## src/rtl/payload_pkg.sv

```systemverilog
// Shared types and helpers for the payload feeder and its byte decoder.
package payload_pkg;

  localparam int unsigned BYTE_W    = 8;
  localparam int unsigned NUM_CHARS = 256;

  typedef enum logic [1:0] {
    StIdle,
    StSod,
    StStream
  } feeder_state_t;

  // Map ASCII 'A'..'Z' onto 'a'..'z'; everything else passes through.
  function automatic logic [BYTE_W-1:0] fold_case(input logic [BYTE_W-1:0] b);
    logic [BYTE_W-1:0] r;
    r = b;
    if (b >= 8'h41 && b <= 8'h5A) begin
      r = b | 8'h20;
    end
    return r;
  endfunction

endpackage

```

## src/rtl/char_onehot_dec.sv

```systemverilog
// Registered 8-to-256 character decoder with valid gating.
// The one-hot bus and the byte output are both forced to zero when valid_i is low.
module char_onehot_dec
  import payload_pkg::*;
(
  input  logic                 clk_i,
  input  logic                 rst_ni,
  input  logic                 valid_i,
  input  logic [BYTE_W-1:0]    char_i,
  output logic                 en_o,
  output logic [BYTE_W-1:0]    char_o,
  output logic [NUM_CHARS-1:0] onehot_o
);

  // Register the decoded character; no bit is set on an invalid cycle.
  always_ff @(posedge clk_i or negedge rst_ni) begin
    if (!rst_ni) begin
      en_o     <= 1'b0;
      char_o   <= '0;
      onehot_o <= '0;
    end else begin
      en_o     <= valid_i;
      char_o   <= valid_i ? char_i : '0;
      onehot_o <= valid_i ? (NUM_CHARS'(1) << char_i) : '0;
    end
  end

endmodule

```

## src/rtl/payload_byte_feeder.sv

```systemverilog
// Serialises a word-wide payload stream to one byte per clock for the payload engines,
// emitting sod before each packet and eop with the final byte.
// Optional: define PAYLOAD_FEEDER_NOCASE_EN to fold 'A'..'Z' to 'a'..'z' before decode.
module payload_byte_feeder
  import payload_pkg::*;
#(
  parameter int unsigned DATA_WIDTH = 64,
  parameter int unsigned BYTES      = DATA_WIDTH / 8
) (
  input  logic                  clk,
  input  logic                  rst_n,
  input  logic [DATA_WIDTH-1:0] s_tdata,
  input  logic [BYTES-1:0]      s_tkeep,
  input  logic                  s_tlast,
  input  logic                  s_tvalid,
  output logic                  s_tready,
  output logic [NUM_CHARS-1:0]  char_onehot,
  output logic [BYTE_W-1:0]     char_byte,
  output logic                  en,
  output logic                  sod,
  output logic                  eop,
  output logic                  busy
);

  localparam int unsigned CW = $clog2(BYTES + 1);
  localparam int unsigned IW = (BYTES > 1) ? $clog2(BYTES) : 1;

  typedef logic [BYTES-1:0][BYTE_W-1:0] word_bytes_t;

  feeder_state_t state_q, state_d;
  logic [DATA_WIDTH-1:0] word_q, word_d;
  logic [CW-1:0]         cnt_q, cnt_d;   // kept bytes in the held word
  logic [CW-1:0]         ptr_q, ptr_d;   // next byte of the held word to present
  logic                  last_q, last_d;
  logic                  init_q;         // holds s_tready low until the first edge after reset
  logic                  sod_q, sod_d;
  logic                  eop_q, eop_d;

  word_bytes_t   held_bytes, in_bytes, src_bytes;
  logic [CW-1:0] in_cnt, src_cnt, src_ptr;
  logic          src_last, step, accept;
  logic          pres_en;
  logic [BYTE_W-1:0] pres_byte, dec_char;

  // Keep is contiguous from the LSB, so its population count is the byte count.
  function automatic logic [CW-1:0] keep_count(input logic [BYTES-1:0] k);
    logic [CW-1:0] c;
    c = '0;
    for (int i = 0; i < BYTES; i++) begin
      c = c + CW'(k[i]);
    end
    return c;
  endfunction

  assign held_bytes = word_q;
  assign in_bytes   = s_tdata;
  assign in_cnt     = keep_count(s_tkeep);

  // Ready in IDLE, or once the held non-final word is exhausted; never looks at s_tvalid.
  assign s_tready = init_q &&
                    ((state_q == StIdle) ||
                     ((state_q == StStream) && (ptr_q == cnt_q) && !last_q));
  assign accept   = s_tvalid && s_tready;

  // Next-state and next-cycle byte selection.
  always_comb begin
    state_d   = state_q;
    word_d    = word_q;
    cnt_d     = cnt_q;
    last_d    = last_q;
    ptr_d     = ptr_q;
    sod_d     = 1'b0;
    eop_d     = 1'b0;
    pres_en   = 1'b0;
    pres_byte = '0;
    step      = 1'b0;
    src_bytes = held_bytes;
    src_cnt   = cnt_q;
    src_last  = last_q;
    src_ptr   = ptr_q;

    unique case (state_q)
      StIdle: begin
        if (accept) begin
          word_d  = s_tdata;
          cnt_d   = in_cnt;
          last_d  = s_tlast;
          ptr_d   = '0;
          sod_d   = 1'b1;
          state_d = StSod;
        end
      end
      StSod: begin
        state_d = StStream;
        step    = 1'b1;
      end
      StStream: begin
        if (ptr_q == cnt_q) begin
          if (last_q) begin
            state_d = StIdle;
          end else if (accept) begin
            // Present byte 0 of the incoming word straight away for gap-free flow.
            word_d    = s_tdata;
            cnt_d     = in_cnt;
            last_d    = s_tlast;
            step      = 1'b1;
            src_bytes = in_bytes;
            src_cnt   = in_cnt;
            src_last  = s_tlast;
            src_ptr   = '0;
          end
        end else begin
          step = 1'b1;
        end
      end
      default: state_d = StIdle;
    endcase

    if (step) begin
      if (src_ptr < src_cnt) begin
        pres_en   = 1'b1;
        pres_byte = src_bytes[src_ptr[IW-1:0]];
        ptr_d     = src_ptr + CW'(1);
        eop_d     = src_last && ((src_ptr + CW'(1)) == src_cnt);
      end else begin
        // Zero-keep word: nothing to present, eop alone if it closes the packet.
        ptr_d = src_ptr;
        eop_d = src_last;
      end
    end
  end

`ifdef PAYLOAD_FEEDER_NOCASE_EN
  assign dec_char = fold_case(pres_byte);
`else
  assign dec_char = pres_byte;
`endif

  // FSM, held word and strobe registers.
  always_ff @(posedge clk or negedge rst_n) begin
    if (!rst_n) begin
      state_q <= StIdle;
      word_q  <= '0;
      cnt_q   <= '0;
      ptr_q   <= '0;
      last_q  <= 1'b0;
      init_q  <= 1'b0;
      sod_q   <= 1'b0;
      eop_q   <= 1'b0;
    end else begin
      state_q <= state_d;
      word_q  <= word_d;
      cnt_q   <= cnt_d;
      ptr_q   <= ptr_d;
      last_q  <= last_d;
      init_q  <= 1'b1;
      sod_q   <= sod_d;
      eop_q   <= eop_d;
    end
  end

  char_onehot_dec u_dec (
    .clk_i    (clk),
    .rst_ni   (rst_n),
    .valid_i  (pres_en),
    .char_i   (dec_char),
    .en_o     (en),
    .char_o   (char_byte),
    .onehot_o (char_onehot)
  );

  assign sod  = sod_q;
  assign eop  = eop_q;
  assign busy = (state_q != StIdle);

endmodule

```

## config.mk

```make
export PLATFORM = sky130hd
export DESIGN_NAME = payload_byte_feeder
export DESIGN_NICKNAME = d
export VERILOG_FILES = /design/src/rtl/payload_pkg.sv /design/src/rtl/char_onehot_dec.sv /design/src/rtl/payload_byte_feeder.sv
export SDC_FILE = /design/constraint.sdc
export NUM_CORES = 1
export LEC_CHECK = 0
export ABC_AREA = 1
export CAP_MARGIN = 30
export CORE_MARGIN = 2
export CORE_UTILIZATION = 45
export DETAILED_ROUTE_END_ITERATION = 8
export HOLD_SLACK_MARGIN = 0.08
export PLACE_DENSITY = 0.73
export SLEW_MARGIN = 10
export SYNTH_ARGS = -nofsm -noshare
export SYNTH_HDL_FRONTEND = slang
export SYNTH_HIERARCHICAL = 1
export SYNTH_SLANG_ARGS = --single-unit
```

## constraint.sdc

```tcl
create_clock -name clk -period 11.75 [get_ports clk]
set_clock_uncertainty 0.15 [all_clocks]
set_input_delay 1.7625 -clock clk [delete_from_list [all_inputs] [get_ports clk]]
set_output_delay 1.7625 -clock clk [all_outputs]
set_load 0.03 [all_outputs]
```

======== Word level (Yosys, flattened, before mapping) ========
Index checks and enable logic that the tools add are counted.
storage, ports and cells
  word-level logic and storage cells ...... 84
  register bits after elaboration ......... 343
  output and inout bits ................... 269
  input port bits ......................... 76
  bits in latches ......................... 0
  RAM bits ................................ 0
  memories ................................ 0
  memory bits (read-only) ................. 0
cells by class
  eq/ne operators ......................... 7
  shifts and indexed selects .............. 1
  bitwise operators ....................... 0
  reductions and logical operators ........ 13
  multipliers ............................. 0
  order comparisons ....................... 2
  add/subtract/negate cells ............... 8
  mux-type cells .......................... 42
  div/mod/pow operators ................... 0
operators with widths
  operator                                             count
  two-way mux 256 bit                                  1
  two-way mux 64 bit                                   4
  left shift 1 x 8 -> 256 bit (first input constant)   1
  case mux 64 bit (2 select lines)                     1
  two-way mux 4 bit                                    11
  two-way mux 8 bit                                    4
  binary-select mux 8 bit (select 3 bit)               1
  adder 4 x 1 -> 4 bit                                 4
  two-way mux 1 bit                                    13
  == test 4 bit                                        2
  case mux 4 bit (2 select lines)                      1
  two-way mux 2 bit                                    3
  case mux 2 bit (3 select lines)                      1
  nonzero test 2 bit                                   3
  logical AND 1 bit                                    5
  adder 3 x 1 -> 4 bit                                 1
  adder 4 x 1 -> 4 bit (second input constant)         1
  < comparator 3 x 4 -> 1 bit (second input constant)  1
  < comparator 4 bit                                   1
  != test 2 bit (second input constant)                2
  case mux 1 bit (2 select lines)                      2
  adder 2 x 1 -> 3 bit                                 1
  AND reduction 3 bit                                  1
  adder 1 x 1 -> 2 bit                                 1
  7 further kinds                                      7

======== Depth between registers and ports, before layout ========
Gate-level depths: netlist of run 1.
  word-level depth ........................ 16
  mapped depth ............................ 28
  gate-level depth less buffers ........... 27

======== By module ========
The synthesis of run 1 kept the hierarchy.
by module, submodules not included
  module               seq. area each (um2)  area an instance (um2)  instances  cells an instance
  char_onehot_dec      6631.4                8867.3                  1          771
  payload_byte_feeder  1951.9                6145.9                  1          992

======== Worst setup path after synthesis of run 1 ========
Ideal clock, no wire load.
  kind .................................... input port to flip-flop
  from .................................... in s_tkeep[0]
  to ...................................... reg u_dec.onehot_o[103]
  arrival ................................. 6.550 ns
  required time ........................... 11.526 ns
  stages .................................. 26
  path buffers ............................ 0
  library setup time ...................... 0.074 ns
  slack ................................... 4.976 ns
  cells stage by stage .................... fa_1 inv_1 fa_1 fa_1 inv_1 ha_1 inv_1 fa_1 xor2_1 inv_1 nand4_1 nand3_1 nand2_1 nand2_1 inv_1 ha_1 a21o_1 a31oi_1 inv_1 nor2_4 nand3_1 nor2_1 nand3_1 nor2_1 nand4_1 nor2_1
on the way
  elaborated cells between the ends (all ways) .. 18
  those cells by class .................... 7 x add/sub; 1 x order compare; 1 x shift; 9 x mux
RTL lines
  what                                line                        RTL
  start: declaration                  payload_byte_feeder.sv:13   input logic [BYTES-1:0] s_tkeep,
  adder 1 x 1 -> 2 bit                payload_byte_feeder.sv:50   c = c + CW'(k[i]);
  adder 2 x 1 -> 3 bit                payload_byte_feeder.sv:50
  adder 3 x 1 -> 4 bit                payload_byte_feeder.sv:50
  adder 4 x 1 -> 4 bit (4 in series)  payload_byte_feeder.sv:50
  two-way mux 4 bit (2 in series)     n/a
  two-way mux 4 bit                   payload_byte_feeder.sv:98   if (ptr_q == cnt_q) begin
  two-way mux 4 bit                   payload_byte_feeder.sv:82   unique case (state_q)
  < comparator 4 bit                  payload_byte_feeder.sv:120  if (src_ptr < src_cnt) begin
  two-way mux 1 bit                   payload_byte_feeder.sv:120
  two-way mux 1 bit                   payload_byte_feeder.sv:119  if (step) begin
  net pres_en                         payload_byte_feeder.sv:42   logic pres_en;
  two-way mux 256 bit                 char_onehot_dec.sv:24       onehot_o <= valid_i ? (NUM_CHARS'(1) << char_i) : '0;
  end signal: assignment              char_onehot_dec.sv:24
  end: declaration                    char_onehot_dec.sv:12       output logic [NUM_CHARS-1:0] onehot_o
The timed path passes the listed nets, and every way through them passes these cells.
A chain may end at the register's enable or synchronous reset.

======== Worst setup path after layout of run 1 ========
  from .................................... in s_tkeep[0]
  to ...................................... reg u_dec.onehot_o[237]
The elaborated chain is that of the path after synthesis.

==> results of run 1 <==
[logic make-up (layout without fill, tap and decap cells)]
| logic type | count (synthesis) | after routing | share of synthesized area |
|---|---|---|---|
| other cells | 1 | 1 | 0.000250 |
| buf+inv | 236 | 528 | 0.0666 |
| fa+ha+maj | 16 | 16 | 0.0153 |
| xor+xnor | 1 | 1 | 0.000583 |
| flops | 343 | 343 | 0.572 |
| compound gates | 263 | 263 | 0.0928 |
| simple gates | 903 | 903 | 0.253 |
[layout make-up]
type                            count  area share
Clock buffer                       48      0.0494
Inverter                          109      0.0210
Multi-Input combinational cell   1184       0.277
Tap cell                          442      0.0280
Sequential cell                   343       0.435
Clock inverter                      8     0.00425
Timing Repair Buffer              363       0.185
[power by group through the flow]
stage	registers, uW	clock network (uW)	logic [uW]
floorplan	1200	0	11.7
global route	1180	1120	75.7
CTS	1180	1070	68.5
detailed placement	1200	0	68.4
global placement	1200	0	67.8
finish	1180	1060	66.7
[cells in the mapped netlist (2+ instances only)]
master and instances:
nand2_1 413, dfrtp_1 343, nor2_1 304, a21oi_1 106
inv_1 97, nand4_1 96, o21ai_0 86, nand3_1 65
clkbuf_1 63, o21ai_1 39, buf_2 29, o21bai_1 25
buf_1 22, nor3_1 16, ha_1 12, inv_2 9
buf_6 7, buf_4 6, fa_1 4, o211ai_1 4
clkinv_2 2, nand2_2 2
[state kept, by name (all words and copies together), names as in the netlist]
name	count
u_dec/en_o	1
u_dec/onehot_o	256
last_q	1
cnt_q	4
u_dec/char_o	8
state_q	2
init_q	1
eop	1
ptr_q	4
held_bytes	64
sod	1
[worst max-delay path by stage]
stage | start | endpoint | slack [ns]
2_1_floorplan | s_tkeep[0] | u_dec/onehot_o[103] | 4.98
3_3_place_gp | s_tkeep[0] | u_dec/onehot_o[8] | 2.85
3_5_place_dp | s_tkeep[0] | u_dec/onehot_o[237] | 2.62
4_1_cts | s_tkeep[0] | u_dec/onehot_o[237] | 3.15
5_1_grt | s_tkeep[0] | u_dec/onehot_o[109] | 2.56
6_report | s_tkeep[0] | u_dec/onehot_o[237] | 3.08
[worst min-delay path, stage by stage, from the launching register on]
cell	delay (ns)
dfrtp_1	0.37
nand2_1	0.06
o21ai_0	0.06
[routing by layer]
metal,vias to the layer above,global-route usage,part of all wire
li1,6229,-,-
met1,6615,0.360,0.39
met2,664,0.459,0.49
met3,111,0.0427,0.077
met4,0,0.119,0.046
met5,-,0,0
[per-stage QoR]
stage,power (uW),worst slack (ns)
2_1_floorplan,1220,4.98
3_3_place_gp,1270,2.85
3_5_place_dp,1270,2.62
4_1_cts,2320,3.15
5_1_grt,2380,2.56
6_report,2310,3.08
==> results.toml, run 1 <==
[status]
status = "finished clean"

[sta]
clock.fmax_mhz = 115
slew_viol_final = 0
layout_min_cycle_time_ns = 8.67
finalCritPeriodShare = 0.738
rsz0062_at_grt = "no"
worst_slew_pin_slew_ns = 1.19
finalHoldViolCount = 0
setup_tns_ns = 0
whs_ns = 0.380
finalSetupViolCount = 0
relSlewSlack = 0.208

[floorplanning]
dieArea_um2 = 34800
core.rowCount = 66
fp.dieH_um = 187
initial_core_util = 0.459
die_w_um = 187
ios = 345
core_area_um2 = 32700

[worst_hold_path]
hold_path_class = "flop to flop"
worstHoldEndpoint = "state_q[1]"
hold_start = "state_q[1]"
hold_path_depth = 2

[final_layout]
mostFrequentLayoutCells = "nand2_1, dfrtp_1, clkdlybuf4s50_1, nor2_1, a21oi_1"
final_common_cell = "nand2_1"
layout-drive-gt1-share = 0.0448
final_util = 0.604
antenna_cells = 0
synthToLayoutAreaGrowth_pct = 31.5
design_area_um2 = 19700
ff_latch_area_um2 = 8580
multi_input_area_um2 = 5470
final_nets = 2129
fin_cells = 2497
fillers = 2801

[cts]
holdBufCountCts = 0
clk_path_buf_depth = 3
root_buffer = "clkbuf_16"
clkLatencyLatePin_ns = 0.52
cts_made_buffers = 36
htreeDepth = 2
cts.sinks = 343
cts_tree = "done"
clkTransAtPathRegs_ns = 0.06
cts.repair.resized = 0
post_cts_buffers = 0

[yosys]
synth_edf_count = 0
synth.area.top_cells = "dfrtp_1, nand2_1, nor2_1, nand4_1, a21oi_1"
synth_nets = 1855
synth_area_per_cell_um2 = 8.52
synth_largest_area_cell = "dfrtp_1"
yosys_most_used_dff = "dfrtp_1"
synth.top_cell.area_share = 0.572
synthCells = 1763
synth.yosys.seq_area_share = 0.572
synth.distinct_cells = 35
async_reset_ff_frac = 1.00
syn-cell-area_um2 = 15000
yosys_warnings = 6
ys_seq_elements = 343

[global_routing]
grt_max_degree = 213
antenna_found_initial = 0
grt.total_usage = 0.276
grt_pass1_vias = 13077
grt_remaining_overflow = 0
grt_pass1_wl_mm = 75.4

[routing]
wirelength_mm = 48.6
drtAntennaViolNets = 0
via_count = 13619
drc_errors = 0
dr.pass1.iters = 5
via_per_inst = 5.45
wire_per_inst_um = 19.4
drt-initial-drc-count = 1419

[power]
p_switching_uw = 492
p_comb_frac = 0.029
p_seq_frac = 0.512
pwr_density_cell_nw_per_um2 = 117
swShare = 0.214
ir_drop_uv = 82.1
p_int_uw = 1810
clkPwrFrac = 0.459
p_leak_uw = 0.00902

[placed_design]
placed_cell_area_um2 = 18600
gp_congestion = 0.880
port_buffers = 344
dpl.cell_count = 2439
dpl.hpwl_mm = 32.5

[critical_path]
critical-path-max-stage-delay_ns = 0.84
cp_num_cells = 26
slowest_stage = "nor2_1"
worstPathMaxFanout = 18
ff2ff_path_depth = 23
cp-start-kind = "primary input"
path_buf_inv = 8
r2r_end = "u_dec/onehot_o[237]"
worst-setup-path-type = "primary input to flop"
critPathCaptureType = "flop"
rr_startpoint = "state_q[0]"
cp.required_ns = 12.04
cpMostUsedCell = "inv_1"
r2r_slack_ns = 4.18
cp.arrival_ns = 8.97
critical_path.top_delay_family = "simple AND/OR/NAND/NOR gates"

[job]
drv_cap = 0
No activity file was read; power rests on OpenSTA's default activity.
==> inputs of run 2 (changes only) <==
==> constraint.sdc (replaced) <==
create_clock -name clk -period 8.49 [get_ports clk]
set_clock_uncertainty 0.15 [all_clocks]
set_input_delay 1.2735 -clock clk [delete_from_list [all_inputs] [get_ports clk]]
set_output_delay 1.2735 -clock clk [all_outputs]
set_load 0.03 [all_outputs]
==> run 2 against run 1 <==
Effect of this change: count of clock-buffer cells in the layout up 3; first-iteration DRC count is 2.5% lower; total power rose by 47%; via count rose by 0.83%; global-route usage down 0.17 points; critical path depth up 2; setup slack worse by 1.9 ns; final area increased by 1.7%; non-clock buffer count is 14 higher; cell count grew 0.84%; register-to-register slack lost 1.8 ns; die area unchanged; critical endpoint is now u_dec/onehot_o[170].
==> results.toml, run 2 (synthesis results as in run 1) <==
[routing]
via_count = 13732
drtAntennaViolNets = 0
via_per_inst = 5.45
wire_per_inst_um = 19.2
drc_errors = 0
dr.pass1.iters = 5
wirelength_mm = 48.4
drt-initial-drc-count = 1383

[final_layout]
antenna_cells = 0
final_util = 0.614
final_nets = 2144
synthToLayoutAreaGrowth_pct = 33.7
final_common_cell = "nand2_1"
layout-drive-gt1-share = 0.0559
largest_register = "u_dec/onehot_o"
mostFrequentLayoutCells = "nand2_1, dfrtp_1, clkdlybuf4s50_1, nor2_1, a21oi_1"
largest_register_ffs = 256
fin_cells = 2518
fillers = 2713

[cts]
clkLatencyLatePin_ns = 0.52
cts.repair.resized = 0
clk_path_buf_depth = 3
htreeDepth = 2
post_cts_buffers = 0
cts.sinks = 343
clkTransAtPathRegs_ns = 0.06
cts_made_buffers = 37
holdBufCountCts = 0
root_buffer = "clkbuf_16"
cts_tree = "done"

[placed_design]
gp_congestion = 0.892
dpl.cell_count = 2453
port_buffers = 344
dpl.hpwl_mm = 32.9

[worst_hold_path]
hold_path_class = "flop to flop"

[floorplanning]
die_w_um = 187
initial_core_util = 0.459
core.rowCount = 66
dieArea_um2 = 34800
ios = 345
core_area_um2 = 32700
fp.dieH_um = 187

[sta]
rsz0062_at_grt = "no"
relSlewSlack = 0.252
layout_min_cycle_time_ns = 7.30
setup_tns_ns = 0
worst_slew_pin_slew_ns = 1.12
finalHoldViolCount = 0
clock.fmax_mhz = 137
finalCritPeriodShare = 0.860
finalSetupViolCount = 0
slew_viol_final = 0

[critical_path]
critical_path.top_delay_family = "adder cells"
rr_startpoint = "state_q[0]"
cpMostUsedCell = "inv_1"
critical-path-max-stage-delay_ns = 0.54
cp_num_cells = 28
ff2ff_path_depth = 25
cp-start-kind = "primary input"
cp-startpoint = "s_tkeep[0]"
critPathCaptureType = "flop"
endpoint = "u_dec/onehot_o[170]"
r2r_end = "u_dec/onehot_o[170]"
cp.required_ns = 8.77
slowest_stage = "fa_1"
path_buf_inv = 8
worst-setup-path-type = "primary input to flop"
worstPathMaxFanout = 8
r2r_slack_ns = 2.42
cp.arrival_ns = 7.58

[global_routing]
grt_max_degree = 184
grt.total_usage = 0.274
antenna_found_initial = 0
grt_pass1_wl_mm = 75.1
grt_pass1_vias = 13166
grt_remaining_overflow = 0

[job]
drv_cap = 0

[power]
ir_drop_uv = 130
p_seq_frac = 0.483
swShare = 0.208
p_leak_uw = 0.00920
p_int_uw = 2680
clkPwrFrac = 0.490
p_switching_uw = 706
pwr_density_cell_nw_per_um2 = 169
p_comb_frac = 0.027

[status]
status = "finished clean"
==> run 2: cell count changes in the layout (fill, tap and decap cells not counted), sizes merged <==
cell	change
clkbuf	+3
clkinvlp	+2
bufinv	+3
clkinv	-1
buf	+14
==> run 2: how the worst min path moves through the flow <==
| stage | startpoint | end | slack [ns] | cells past startpoint |
|---|---|---|---|---|
| 5_1_grt | state_q[1] | state_q[1] | 0.44 | 2 |
| 4_1_cts | state_q[1] | state_q[1] | 0.38 | 2 |
| 6_report | state_q[1] | state_q[1] | 0.38 | 2 |
| 3_5_place_dp | state_q[1] | state_q[1] | 0.37 | 2 |
| 3_3_place_gp | state_q[1] | state_q[1] | 0.34 | 2 |
| 2_1_floorplan | state_q[1] | state_q[1] | 0.33 | 2 |
==> run 2: power by group through the flow <==
stage	registers [uW]	logic, uW	clock network (uW)
detailed placement	1670	94.7	0
global route	1630	105	1760
CTS	1640	95.0	1680
floorplan	1670	16.2	0
finish	1640	92.1	1660
global placement	1670	92.6	0
==> run 2: layer usage <==
metal | vias to the layer above | track usage | wire length [um]
met2 | 701 | 0.459 | 23700
li1 | 6278 | - | -
met3 | 117 | 0.0478 | 3900
met1 | 6636 | 0.350 | 18500
met4 | 0 | 0.123 | 2280
met5 | - | 0 | 0
==> run 2: area by class of cell <==
class                      instances  area [um2]  area share
clock buffer                      51        1070      0.0533
clock inverter                    12         191     0.00954
inverter                         109         414      0.0206
multi-input combinational       1184        5470       0.273
sequential                       343        8580       0.428
tap                              442         553      0.0276
timing repair buffer             377        3790       0.189
==> run 2: through the flow <==
stage / setup slack [ns] / total power, uW / hold WS (ns) / instance area [um2]
2_1_floorplan: 2.21 / 1680 / 0.328 / 15000
3_3_place_gp: 0.886 / 1760 / 0.344 / 18700
3_5_place_dp: 0.704 / 1760 / 0.369 / 18800
4_1_cts: 1.24 / 3410 / 0.382 / 20000
5_1_grt: 0.743 / 3500 / 0.442 / 20100
6_report: 1.19 / 3390 / 0.382 / 20100
==> run 2: worst reg2reg max path, stage by stage (launching register included) <==
cell     delay (ns)
dfrtp_1        0.38
inv_1          0.13
ha_1           0.16
buf_4          0.38
inv_4          0.20
nor2_1         0.23
nand3_1        0.13
nand2_2        0.17
nand3_4        0.37
nand2_1        0.20
nand3_1        0.08
nand2_1        0.09
o21ai_0        0.16
inv_1          0.10
ha_1           0.24
a21o_1         0.17
a31oi_1        0.40
inv_1          0.22
nor2_4         0.24
nand3_1        0.16
nor2_1         0.45
nand3_1        0.17
nor2_1         0.37
buf_4          0.24
nand4_1        0.14
nor2_1         0.22
==> inputs of run 3 (changes only) <==
--- a/config.mk
+++ b/config.mk
@@ -9,6 +9,7 @@
 export CAP_MARGIN = 30
 export CORE_MARGIN = 2
 export CORE_UTILIZATION = 45
+export CTS_CLUSTER_DIAMETER = 100
 export DETAILED_ROUTE_END_ITERATION = 8
 export HOLD_SLACK_MARGIN = 0.08
 export PLACE_DENSITY = 0.73
==> results of run 3 <==
The final DEF is identical to that of run 2; final timing and power are the same.
